==> src/rtl/wptr_full_burst_if.sv <==
// rtl/wptr_full_burst_if.sv - write-side FIFO pointer/flag bundle between the writer and wptr_full_burst
interface wptr_full_burst_if #(
    parameter int ADDRSIZE = 4,
    parameter int MAXINC   = 4
);
    localparam int INCW = $clog2(MAXINC + 1);

    logic [INCW-1:0]     winc_n;
    logic [ADDRSIZE:0]   wq2_rptr;
    logic [ADDRSIZE:0]   afull_thresh;
    logic                clr_ovf;
    logic [INCW-1:0]     waccept;
    logic [ADDRSIZE-1:0] waddr;
    logic [ADDRSIZE:0]   wptr;
    logic                wfull;
    logic                awfull;
    logic [ADDRSIZE:0]   wlevel;
    logic                wovf;

    modport master (
        output winc_n, wq2_rptr, afull_thresh, clr_ovf,
        input  waccept, waddr, wptr, wfull, awfull, wlevel, wovf
    );

    modport slave (
        input  winc_n, wq2_rptr, afull_thresh, clr_ovf,
        output waccept, waddr, wptr, wfull, awfull, wlevel, wovf
    );
endinterface

==> src/rtl/wptr_full_burst.sv <==
// rtl/wptr_full_burst.sv - burst-capable write pointer, level, almost-full and overflow generator
module wptr_full_burst #(
    parameter int ADDRSIZE = 4,
    parameter int MAXINC   = 4
) (
    input  logic              wclk,
    input  logic              wrst,
    wptr_full_burst_if.slave  bus
);
    localparam int INCW  = $clog2(MAXINC + 1);
    localparam int PW    = ADDRSIZE + 1;
    localparam int DEPTH = 1 << ADDRSIZE;

    logic [PW-1:0] wbin_q, wbin_d;
    logic [PW-1:0] wptr_q, wptr_d;
    logic [PW-1:0] wlevel_q, wlevel_d;
    logic          wfull_q, wfull_d;
    logic          awfull_q, awfull_d;
    logic          wovf_q, wovf_d;

    logic [PW-1:0] rbin;
    logic [PW-1:0] lvl;
    logic [PW-1:0] space;
    logic [PW-1:0] req;
    logic [PW-1:0] acc;
    logic [PW-1:0] wbinnext;
    logic [PW-1:0] nlvl;
    logic          drop;

    // Gray to binary: each binary bit is the XOR of all Gray bits at or above it.
    always_comb begin
        rbin = '0;
        for (int i = 0; i < PW; i++) begin
            rbin[i] = ^(bus.wq2_rptr >> i);
        end
    end

    always_comb begin
        lvl      = wbin_q - rbin;
        space    = (lvl > PW'(DEPTH)) ? '0 : PW'(DEPTH) - lvl;
        req      = (PW'(bus.winc_n) > PW'(MAXINC)) ? PW'(MAXINC) : PW'(bus.winc_n);
        // Acceptance uses live space so the RAM can never be overrun.
        acc      = wrst ? '0 : ((req < space) ? req : space);
        wbinnext = wbin_q + acc;
        nlvl     = wbinnext - rbin;
        drop     = PW'(bus.winc_n) > acc;
    end

    always_comb begin
        wbin_d   = wbinnext;
        wptr_d   = wbinnext ^ (wbinnext >> 1);
        wlevel_d = nlvl;
        wfull_d  = (nlvl == PW'(DEPTH));
        awfull_d = (nlvl >= bus.afull_thresh);
        wovf_d   = wovf_q;
        if (drop) begin
            wovf_d = 1'b1;
        end else if (bus.clr_ovf) begin
            wovf_d = 1'b0;
        end
    end

    always_ff @(posedge wclk) begin
        if (wrst) begin
            wbin_q   <= '0;
            wptr_q   <= '0;
            wlevel_q <= '0;
            wfull_q  <= 1'b0;
            awfull_q <= 1'b0;
            wovf_q   <= 1'b0;
        end else begin
            wbin_q   <= wbin_d;
            wptr_q   <= wptr_d;
            wlevel_q <= wlevel_d;
            wfull_q  <= wfull_d;
            awfull_q <= awfull_d;
            wovf_q   <= wovf_d;
        end
    end

    assign bus.waccept = acc[INCW-1:0];
    assign bus.waddr   = wbin_q[ADDRSIZE-1:0];
    assign bus.wptr    = wptr_q;
    assign bus.wlevel  = wlevel_q;
    assign bus.wfull   = wfull_q;
    assign bus.awfull  = awfull_q;
    assign bus.wovf    = wovf_q;
endmodule
==> src/flat_wrapper.sv <==
// flat-port wrapper written by rule: the top's interface ports become plain ports
module wptr_full_burst_flat 
#(
    parameter int ADDRSIZE = 4,
    parameter int MAXINC   = 4
)
  (wclk, wrst, bus_winc_n, bus_wq2_rptr, bus_afull_thresh, bus_clr_ovf, bus_waccept, bus_waddr, bus_wptr, bus_wfull, bus_awfull, bus_wlevel, bus_wovf);
  wptr_full_burst_if #(.ADDRSIZE(ADDRSIZE), .MAXINC(MAXINC)) bus_i ();
  input  logic wclk;
  input  logic wrst;
  input wire logic [$bits(bus_i.winc_n)-1:0] bus_winc_n;
  input wire logic [$bits(bus_i.wq2_rptr)-1:0] bus_wq2_rptr;
  input wire logic [$bits(bus_i.afull_thresh)-1:0] bus_afull_thresh;
  input wire logic [$bits(bus_i.clr_ovf)-1:0] bus_clr_ovf;
  output wire logic [$bits(bus_i.waccept)-1:0] bus_waccept;
  output wire logic [$bits(bus_i.waddr)-1:0] bus_waddr;
  output wire logic [$bits(bus_i.wptr)-1:0] bus_wptr;
  output wire logic [$bits(bus_i.wfull)-1:0] bus_wfull;
  output wire logic [$bits(bus_i.awfull)-1:0] bus_awfull;
  output wire logic [$bits(bus_i.wlevel)-1:0] bus_wlevel;
  output wire logic [$bits(bus_i.wovf)-1:0] bus_wovf;
  assign bus_i.winc_n = bus_winc_n;
  assign bus_i.wq2_rptr = bus_wq2_rptr;
  assign bus_i.afull_thresh = bus_afull_thresh;
  assign bus_i.clr_ovf = bus_clr_ovf;
  assign bus_waccept = bus_i.waccept;
  assign bus_waddr = bus_i.waddr;
  assign bus_wptr = bus_i.wptr;
  assign bus_wfull = bus_i.wfull;
  assign bus_awfull = bus_i.awfull;
  assign bus_wlevel = bus_i.wlevel;
  assign bus_wovf = bus_i.wovf;
  wptr_full_burst #(.ADDRSIZE(ADDRSIZE), .MAXINC(MAXINC)) u_core (.wclk(wclk), .wrst(wrst), .bus(bus_i));
endmodule
==> config.mk <==
export PLATFORM = sky130hd
export DESIGN_NAME = wptr_full_burst_flat
export DESIGN_NICKNAME = d
export VERILOG_FILES = /design/src/rtl/wptr_full_burst_if.sv /design/src/rtl/wptr_full_burst.sv /design/src/flat_wrapper.sv
export SDC_FILE = /design/constraint.sdc
export NUM_CORES = 1
export LEC_CHECK = 0
export ABC_AREA = 1
export BUFFER_PORTS_ARGS = -buffer_cell sky130_fd_sc_hd__buf_2
export CORE_UTILIZATION = 48
export CTS_CLUSTER_DIAMETER = 120
export DETAILED_ROUTE_END_ITERATION = 6
export PLACE_DENSITY = 0.75
export SLEW_MARGIN = 20
export SYNTH_ARGS = -nofsm -noshare
export SYNTH_HDL_FRONTEND = slang
export SYNTH_SLANG_ARGS = --single-unit
export TNS_END_PERCENT = 20
==> constraint.sdc <==
create_clock -name wclk -period 5.98 [get_ports wclk]
set_input_delay 1.196 -clock wclk [delete_from_list [all_inputs] [get_ports wclk]]
set_output_delay 1.196 -clock wclk [all_outputs]
set_load 0.005 [all_outputs]
==> impl_summary.md, run 1 <==
Outcome
The run finished, with violations left. The final reports fail on setup timing.

Clocking
No sink is reached through more buffers than the 2 on the longest clock path. The root cell of the clock tree is clkbuf_4. For this design, the CTS-stage hold fixing added 0 buffers.

The later pin in the worst-skew pair is clocked with a latency of 0.31 ns. The clock edge transition at the registers on the reported setup and hold paths is 0.11 ns. The total clock buffers created by CTS is 3. The number of clock sinks seen by CTS is 17. TritonCTS built the clock tree.

In this run the number of H-tree levels came out at 1.

Layout
The post-layout instance area is 2510 µm². Relative to the synthesized area, the layout overhead comes to 64.9%. The repair_antennas step left the layout with diodes totalling 0. The multi-input combinational cells in the finished layout cover a total of 1310 µm². The sequential cells in the finished layout cover a total of 340 µm². In the final layout, the share of cells above drive strength 1 is 56.7%. The number of inserted filler cells in the final layout is 169. The count of nets after finishing is 341. The filler-free cell count of the finished design is 342.

STA
The final-report max-slew violation count is 0. After layout, the worst path uses 105% of the clock period. Across the routed clock network, the largest skew measured is 0.00833 ns. Timing would allow up to 0.159 GHz.

The total count of hold-check failures in the final report is 0. Setup repair after global routing could not meet its margin everywhere. The count of final setup violators is 5. The worst path in the final design needs a cycle of 6.30 ns, including I/O delays and setup. Across all setup checks in the final design, the least slack found is -0.321 ns.

Hold path
The worst hold path begins at u_core.bus.wovf$_SDFFE_PP0P_. Along the worst hold path, the cell count comes to 2. The path with the worst hold slack has its endpoint at u_core.bus.wovf$_SDFFE_PP0P_. The classification of the worst-slack hold path is reg -> reg.

Drt
The final route contains 1790 vias. The routed wire length is 5410 µm. In the final routed layout, each cell accounts on average for 15.8 µm. Before antenna repair, the detailed router went through 4 iterations. The number of remaining DRC errors is 0. In the routed layout, each cell is associated on average with a via count of 5.23. Once detail routing completed, the nets flagged for antenna violations numbered 0. After the first detailed-routing iteration, the DRC count stood at 66.

GRT
The global-route total usage across every layer is 28.8%. The global-route wire length before repair is 7480 µm. The pin count of the biggest net entering global routing is 17. The initial antenna violation count came to 0. The number of global-route vias before repair came to 1713.

Summed over all layers, the global routing overflow is 0.

Setup path
The slowest stage of the critical path belongs to the cell fa_1. The classification of the worst setup path is in -> reg. The critical path startpoint category is an input port. The delay contributed by the slowest stage of the critical path is 0.50 ns.

The worst flop-to-flop path startpoint is u_core.wbin_q[0]$_SDFF_PP0_. The worst reg2reg path endpoint is u_core.bus.awfull$_SDFF_PP0_. The critical path data arrival time is 6.50 ns.

The setup slack of the most critical reg-to-reg path is 1.06 ns. The critical-path maximum fanout is 5. The worst register-to-register path has a depth of 27. The capturing element type of the critical path is a register.

For the worst setup path, the data required time is 6.18 ns.

Floorplan
The count of standard-cell rows is 20. Pin placement for this block handled 36 I/O pins. The total area inside the core boundary comes to 3030 µm². The initial cell density of the core is 50.3%. In this run the vertical extent of the chip is 58.3 µm.

The die is 58.3 µm wide. The die area is 3400 µm².

Placed design
Input and output buffers added on the ports amount to 35. The standard cell area after detailed placement is 2040 µm². Routability-driven placement finished with a final weighted congestion of 0.779. Summed over all nets, the half-perimeter wirelength after detailed placement is 2800 µm.

The instance count after placement with tap cells included is 309. The worst slack at placement is -0.669 ns.

Synth
During synthesis, Yosys emitted a total of 0 warnings. In the synthesized netlist, the number of instances is 203. The synthesized netlist occupies a cell area of 1520 µm². Each instance of the synthesized netlist takes up on average 7.50 µm². The number of synthesized register bits is 17. The share of the synthesized area in the top cell type is 22.4%. For this run, the leading register cell type out of synthesis is dfxtp_1. The fraction of registers with async set/reset is 0%. The number of distinct library cells after synthesis is 33. Sequential elements use 22.4% of the synthesized area.

By area the synthesized netlist is led by dfxtp_1 (22%), ha_1 (19%), inv_1 (8.4%). The number of enable-type register cells in the synthesized netlist is 0. The synthesized net count is 245. Summed over all instances, the cell type with the most area after synthesis is dfxtp_1.

Flow run
The max capacitance violation total is 0.
[critical path: cells and delay by family]
| family | cells | cell delay (ns) |
|---|---|---|
| compound gates | 4 | 0.61 |
| buf+inv | 4 | 0.41 |
| fa+ha+maj | 7 | 2.27 |
| xor+xnor | 5 | 0.95 |
| simple gates | 11 | 1.04 |
[area by class of cell]
cell class,instances,share of cell area (%)
clock inverter,1,0.199
timing repair buffer,94,25.4
sequential,17,13.6
tap,44,2.19
inverter,38,5.68
multi-input combinational,145,52.1
clock buffer,3,0.897
[synth_stat cells (2+ instances only)]
cell type	instances
inv_1	34
nand2_1	24
ha_1	23
nand3_1	21
nor2_1	20
dfxtp_1	17
a21oi_1	13
nand2_2	9
xor2_1	5
inv_2	4
fa_1	3
nand3_2	3
o21ai_0	3
nor2_2	2
nor2_4	2
xnor2_1	2
xor2_2	2
[layout by cell type, fill, tap and decap left out, drive strengths merged]
cell    synthesis  routed
nor3            1       1
a21o            1       1
clkbuf          1       3
xor2            7       7
and3            1       1
dfxtp          17      17
clkinv          0       1
o21bai          2       2
ha             23      23
nor2           24      24
fa              3       3
inv            38      38
or2             1       1
xnor2           3       3
o22ai           1       1
a21oi          14      14
o21ai           3       3
buf             2      94
conb            1       1
nand4           1       1
nand3          24      24
a211oi          1       1
nand2          34      34
[logic make-up after synthesis]
group / count (synthesis) / share of synthesized area (%)
and+or+nand+nor: 86 / 28.0
xor gates and xnor gates: 10 / 7.23
adders and majority gates: 26 / 22.8
DFF: 17 / 22.4
other: 1 / 0.246
buffers and inverters: 41 / 10.8
AOI/OAI and AO/OA: 22 / 8.46
[worst max path at each step]
stage | from | endpoint | slack (ns) | depth (start not counted)
floorplan | bus_wq2_rptr[4] | u_core.bus.awfull$_SDFF_PP0_ | -0.38 | 35
global placement | bus_wq2_rptr[4] | u_core.bus.awfull$_SDFF_PP0_ | -0.45 | 32
detailed placement | bus_wq2_rptr[4] | u_core.bus.awfull$_SDFF_PP0_ | -0.67 | 32
global route | bus_wq2_rptr[4] | u_core.bus.awfull$_SDFF_PP0_ | -0.52 | 32
CTS | bus_wq2_rptr[3] | u_core.bus.awfull$_SDFF_PP0_ | -0.03 | 33
finish | bus_wq2_rptr[4] | u_core.bus.awfull$_SDFF_PP0_ | -0.32 | 31
[per-stage QoR]
step | util [%] | setup TNS (ns) | hold slack [ns]
after floorplan | - | -0.376 | 0.458
after global placement | 67.3 | -0.799 | 0.448
after detailed placement | 67.3 | -1.73 | 0.461
after CTS | 78.8 | -0.0293 | 0.474
after global routing | 82.9 | -1.62 | 0.496
final | 82.9 | -0.595 | 0.470
[sequential cells by signal, summed over array words and instances (netlist names)]
| register | flops |
|---|---|
| u_core.bus.awfull | 1 |
| u_core.bus.wfull | 1 |
| u_core.bus.wlevel | 5 |
| u_core.wbin_q | 4 |
| u_core.bus.wovf | 1 |
| u_core.bus.wptr | 5 |
[repair_timing]
| item | in CTS | in global routing |
|---|---|---|
| resized for setup | 32 | 12 |
| pin swaps | 32 | 27 |
| setup buffers | 23 | 6 |
| endpoints found under the setup margin | 3 | 7 |
| endpoints found under the hold margin | 0 | 0 |
[per-layer routing]
layer | routed length, µm | vias up | share of wire [%] | GRT usage [%]
li1 | - | 832 | - | -
met1 | 2100 | 847 | 39 | 32.7
met2 | 2760 | 87 | 51 | 50.9
met3 | 295 | 24 | 5.4 | 7.25
met4 | 257 | 0 | 4.7 | 12.6
met5 | 0 | - | 0 | 0
Power of run 1 is left out: the tool's default activity adds up to more than one toggle a clock period on the data nets, which glitch-free logic cannot reach.
==> inputs of run 2 (changes only) <==
--- a/config.mk
+++ b/config.mk
@@ -11,6 +11,7 @@
 export CTS_CLUSTER_DIAMETER = 120
 export DETAILED_ROUTE_END_ITERATION = 6
 export PLACE_DENSITY = 0.75
+export REMOVE_ABC_BUFFERS = 1
 export SLEW_MARGIN = 20
 export SYNTH_ARGS = -nofsm -noshare
 export SYNTH_HDL_FRONTEND = slang
==> impl_summary.md, run 2 (synthesis results as in run 1) <==
Placed design
The post-DP HPWL came to 2670 µm (-4.7%). The global placement routability congestion is 0.840 (+7.8%). The standard cell area after detailed placement came to 1990 µm² (-2.5%). The instance count after placement with tap cells included is 313 (+1.3%).

The count of buffers from port buffering is 35 (unchanged).

Setup path
The highest-delay cell along the critical path is fa_1. The critical path data arrival time is 6.53 ns (+0.03 ns). The worst register-to-register path ends at u_core.bus.awfull$_SDFF_PP0_. By instance count, the cell type seen most on the critical path is nand3_2. The worst endpoint required time came to 6.16 ns (-0.02 ns). The critical path in this run is classified as in -> reg. The critical-path maximum fanout is 5 (unchanged). The delay contributed by the slowest stage of the critical path is 0.48 ns (-0.02 ns). The depth of the worst register-to-register path is 29 (+7.4%).

The critical path startpoint category is an input port. The capturing element type of the critical path is a register. The setup slack of the most critical reg-to-reg path came to 0.96 ns (-0.10 ns). The worst flop-to-flop path startpoint is u_core.wbin_q[0]$_SDFF_PP0_.

Layout
The top cell types in the final layout, fill and taps aside, are buf_4 (46), buf_2 (32), inv_1 (28). The layout cell share with drive strength beyond 1 is 56.7% (about the same). The area used by multi-input combinational logic is 1320 µm² (+1.2%).

The sequential cell area came to 340 µm² (unchanged). The final design utilization came to 82.8% (-0.12 points). The number of inserted filler cells in the final layout came to 158 (-6.5%). The count of nets after finishing is 334 (-2.1%). The post-layout instance area is 2510 µm² (-0.15%). Leaving out fill and tap cells, the most frequent cell in the layout is buf_4. The synthesis-to-finish area growth is 64.7%. The filler-free cell count of the finished design is 336 (-1.8%).

STA
Setup repair after global routing could not meet its margin everywhere. The post-route fraction of the period consumed by the critical path is 106% (+0.92 points). The count of final setup violators was 5 (unchanged).

The worst-case clock skew is 0.00443 ns (-0.00391 ns). The peak clock frequency supported by timing is 0.157 GHz (-0.87%). The setup slack after layout is -0.377 ns (-0.0551 ns). The final-report max-slew violation count is 0 (unchanged). The final hold slack is 0.468 ns (-0.00167 ns). The post-route minimum period came to 6.36 ns (+0.0551 ns). The total count of hold-check failures in the final report was 0 (unchanged).

Hold path
The source of the worst hold timing path is u_core.bus.wovf$_SDFFE_PP0P_. The worst hold path depth is 2 (unchanged). The tightest min-delay check is of the reg -> reg type. The destination of the worst hold path is u_core.bus.wovf$_SDFFE_PP0P_.

Drt
The detailed-routing wirelength on met1 is 1920 µm (-8.7%). The average wire per cell in the routed design is 14.6 µm (-7.8%). The post-detailed-route count of antenna-violating nets is 0 (unchanged).

The length of routed met2 wiring is 2510 µm (-9.2%). The routed wire length is 4910 µm (-9.4%). The number of remaining DRC errors was 0 (unchanged). The detailed-route via count is 1705 (-4.7%). The via density per instance is 5.07 (-3.0%). The first-pass iteration count of the detailed router is 6 (+2). The DRC marker count from the first detailed-route iteration is 87 (+32%).

The met3 routed wirelength is 238 µm (-19%). The highest metal layer used by the detailed router is met4.

Clocking
The insertion delay to the later sink of the worst-skew pair was 0.29 ns (-0.02 ns). The total clock buffers created by CTS is 3 (unchanged). The TritonCTS clock tree is built. The count of H-tree levels built during CTS is 1 (unchanged). The number of clock sinks seen by CTS is 17 (unchanged).

The number of hold-repair buffers added at the cts stage is 0 (unchanged). The clock edge transition at the registers on the reported setup and hold paths came to 0.09 ns (-0.02 ns). The maximum buffer depth of the clock tree is 2 (unchanged). The tree is rooted in a clkbuf_4.

Floorplan
The initial cell density of the core is 50.3% (unchanged). The chip width is 58.3 µm (unchanged). The placeable core area came to 3030 µm² (unchanged). The boundary pin count is 36 (unchanged). The count of standard-cell rows is 20 (unchanged). The die area is 3400 µm² (unchanged).

The die span in y was 58.3 µm (unchanged).

GRT
The initial antenna violation count was 1 (+1). The global-route wire length before repair is 7130 µm (-4.6%). The pin count of the biggest net entering global routing is 17 (unchanged). The global-route congestion overflow total is 0 (unchanged). The number of global-route vias before repair was 1679 (-2.0%). The global-route total usage across every layer was 27.7% (-1.1 points).

Flow run
The max capacitance violation total is 0 (unchanged).

Outcome
The checks that failed: setup timing. The run finished, with violations left.
run 2: changes by cell type in the layout (fill, tap and decap cells not counted), sizes merged:
| cell | before | now |
|---|---|---|
| buf | 94 | 87 |
| clkbuf | 3 | 4 |
| clkinv | 1 | 0 |
| diode | 0 | 1 |
run 2: layout make-up:
type	count	area share, %
multi-input combinational	145	52.8
clock buffer	4	1.05
tap	44	2.20
timing repair buffer	87	24.5
antenna	1	0.0998
inverter	38	5.79
sequential	17	13.6
run 2: worst max-delay path, delay by kind of cell:
family | cells | cell delay [ns]
buffers and inverters | 5 | 0.43
AND/OR/NAND/NOR | 15 | 1.54
XOR/XNOR | 4 | 0.81
AO/OA/AOI/OAI | 3 | 0.48
adder cells (fa/ha/maj) | 6 | 2.03
run 2: stage by stage:
stage                     TNS (ns)  setup slack [ns]
after floorplan             -0.693            -0.506
after detailed placement     -2.05            -0.769
after global placement       -1.37            -0.592
final                        -1.02            -0.377
after CTS                   -0.146            -0.117
after global routing         -1.90            -0.551
run 2: worst max path at each step:
stage / from / to / slack [ns]
2_1_floorplan: bus_wq2_rptr[3] / u_core.bus.awfull$_SDFF_PP0_ / -0.51
3_3_place_gp: bus_wq2_rptr[3] / u_core.bus.awfull$_SDFF_PP0_ / -0.59
3_5_place_dp: bus_wq2_rptr[3] / u_core.bus.awfull$_SDFF_PP0_ / -0.77
4_1_cts: bus_wq2_rptr[4] / u_core.bus.awfull$_SDFF_PP0_ / -0.12
5_1_grt: bus_wq2_rptr[3] / u_core.bus.awfull$_SDFF_PP0_ / -0.55
6_report: bus_wq2_rptr[3] / u_core.bus.awfull$_SDFF_PP0_ / -0.38
run 2: timing repair:
action                     CTS  global route
resized for setup           34            42
buffers inserted            15             4
pin swaps                   33            37
setup endpoints to repair    4             5
run 2: metal layers:
metal,track usage (%),vias to the layer above
li1,-,821
met1,29.6,787
met2,49.9,75
met3,5.93,22
met4,16.7,0
met5,0,-
Power of run 2 is left out for the same reason.
==> inputs of run 3 (changes only) <==
--- a/config.mk
+++ b/config.mk
@@ -7,11 +7,13 @@
 export LEC_CHECK = 0
 export ABC_AREA = 1
 export BUFFER_PORTS_ARGS = -buffer_cell sky130_fd_sc_hd__buf_2
+export CORE_ASPECT_RATIO = 0.9
 export CORE_UTILIZATION = 48
 export CTS_CLUSTER_DIAMETER = 120
 export DETAILED_ROUTE_END_ITERATION = 6
 export PLACE_DENSITY = 0.75
 export REMOVE_ABC_BUFFERS = 1
+export SKIP_CTS_REPAIR_TIMING = 1
 export SLEW_MARGIN = 20
 export SYNTH_ARGS = -nofsm -noshare
 export SYNTH_HDL_FRONTEND = slang
==> impl_summary.md, run 3 (synthesis results as in run 1) <==
GRT
The global-route total usage across every layer is 20.3% (-7.4 points). The global-route wire length before repair is 5260 µm (-26%). The pin count of the biggest net entering global routing is 17 (unchanged). The initial antenna violation count is 0 (-1). The global-route congestion overflow total is 0 (unchanged). The number of global-route vias before repair is 1265 (-25%).

Setup path
The critical path data arrival time is 6.34 ns (-0.19 ns). The critical-path maximum fanout was 5 (unchanged). The critical path startpoint category is an input port. The worst endpoint required time is 6.16 ns (about the same). The highest-delay cell along the critical path is fa_1. The cell family contributing the most delay on the critical path is adder cells.

The classification of the worst setup path is in -> reg. The delay contributed by the slowest stage of the critical path is 0.48 ns (about the same). The worst setup path is captured at a register. The number of buffers and inverters on the critical path is 4 (-1).

STA
The post-route minimum period is 6.16 ns (-0.195 ns). The peak clock frequency supported by timing came to 0.162 GHz (+3.2%). The setup slack after layout is -0.182 ns (+0.195 ns).

The count of final setup violators is 1 (-4). The post-route fraction of the period consumed by the critical path is 103% (-3.3 points). The worst-case clock skew was 0.00449 ns (+0.0000635 ns). Setup repair after global routing could not meet its margin everywhere. The final-report max-slew violation count is 0 (unchanged).

The total count of hold-check failures in the final report is 0 (unchanged).

Layout
Leaving out fill and tap cells, the most frequent cell in the layout is buf_4. From synthesis to final layout, the design area changed by 51.7%. The filler-free cell count of the finished design came to 320 (-4.8%). The library cells used most frequently in the layout, excluding fill and tap cells, are buf_4 (39), buf_2 (33), inv_1 (29). The layout cell share with drive strength beyond 1 is 51.1% (-5.6 points).

The number of antenna diodes is 0 (-1). The count of nets after finishing was 321 (-3.9%). The final design utilization is 75.9% (-6.9 points).

Clocking
The number of clock sinks seen by CTS came to 17 (unchanged). TritonCTS built the clock tree. The root cell of the clock tree is clkbuf_4.

The total clock buffers created by CTS was 3 (unchanged). The count of H-tree levels built during CTS was 1 (unchanged). The clock edge transition at the registers on the reported setup and hold paths is 0.10 ns (about the same).

The maximum buffer depth of the clock tree was 2 (unchanged). The insertion delay to the later sink of the worst-skew pair came to 0.29 ns (about the same).

Floorplan
The chip width is 61.4 µm (+5.2%). The boundary pin count is 36 (unchanged). The initial cell density of the core is 50.0% (-0.25 points). The count of standard-cell rows is 19 (-5.0%). The die span in y was 55.4 µm (-5.0%). The die area is 3400 µm² (about the same).

The placeable core area is 3040 µm² (+0.50%).

Drt
The detailed-route via count was 1529 (-10%). The post-detailed-route count of antenna-violating nets is 0 (unchanged). The via density per instance is 4.78 (-5.8%).

The first-pass iteration count of the detailed router was 4 (-2). The number of remaining DRC errors is 0 (unchanged). The routed wire length is 4100 µm (-16%). The average wire per cell in the routed design is 12.8 µm (-12%). The DRC marker count from the first detailed-route iteration is 64 (-26%).

Placed design
The count of buffers from port buffering is 35 (unchanged). The instance count after placement with tap cells included came to 312 (-0.32%). The post-DP HPWL is 2700 µm (+1.0%). The global placement routability congestion came to 0.776 (-7.7%).

Outcome
The flow ran to the end, but the final reports show violations. The final reports fail on setup timing.

Hold path
The classification of the worst-slack hold path is reg -> reg.

Flow run
The max capacitance violation total was 0 (unchanged).
-- run 3: final timing paths --
path,cells past startpoint,startpoint,end,slack [ns]
max,32,bus_wq2_rptr[4],u_core.bus.awfull$_SDFF_PP0_,-0.18
max reg2reg,28,u_core.wbin_q[0]$_SDFF_PP0_,u_core.bus.awfull$_SDFF_PP0_,1.20
min,2,u_core.bus.wovf$_SDFFE_PP0P_,u_core.bus.wovf$_SDFFE_PP0P_,0.47
min reg2reg,2,u_core.bus.wovf$_SDFFE_PP0P_,u_core.bus.wovf$_SDFFE_PP0P_,0.47
-- run 3: area by class of cell --
class,count,area [µm²]
flip-flops and latches,17,340
clock buffers,4,26.3
multi-input cells,145,1260
inverters,38,143
fillers,225,733
repair buffers,74,484
well taps,42,52.6
-- run 3: metrics by stage --
step           setup slack, ns  hold WS, ns  setup TNS (ns)  instance area (µm²)
5_1_grt                 -0.431        0.492           -1.04                 2310
2_1_floorplan           -0.506        0.454          -0.693                 1500
3_5_place_dp            -0.851        0.459           -2.38                 1990
6_report                -0.182        0.471          -0.182                 2310
3_3_place_gp            -0.635        0.449           -1.57                 1990
4_1_cts                 -0.567        0.472           -1.19                 2020
-- run 3: per-layer routing --
metal  GRT usage (%)  wire, µm  vias up
li1                -         -      798
met4            2.86       142        0
met1            28.3      1680      663
met3            4.22       181       16
met5               0         0        -
met2            32.8      2100       52
-- run 3: worst reg2reg max path, delay by kind of cell (launching register included) --
family	cells	cell delay (ns)
adders and majority gates	7	2.15
and+or+nand+nor	13	1.17
AOI/OAI and AO/OA	3	0.43
DFF	1	0.39
buffers and inverters	4	0.38
xor gates and xnor gates	1	0.17
Power of run 3 is left out for the same reason.
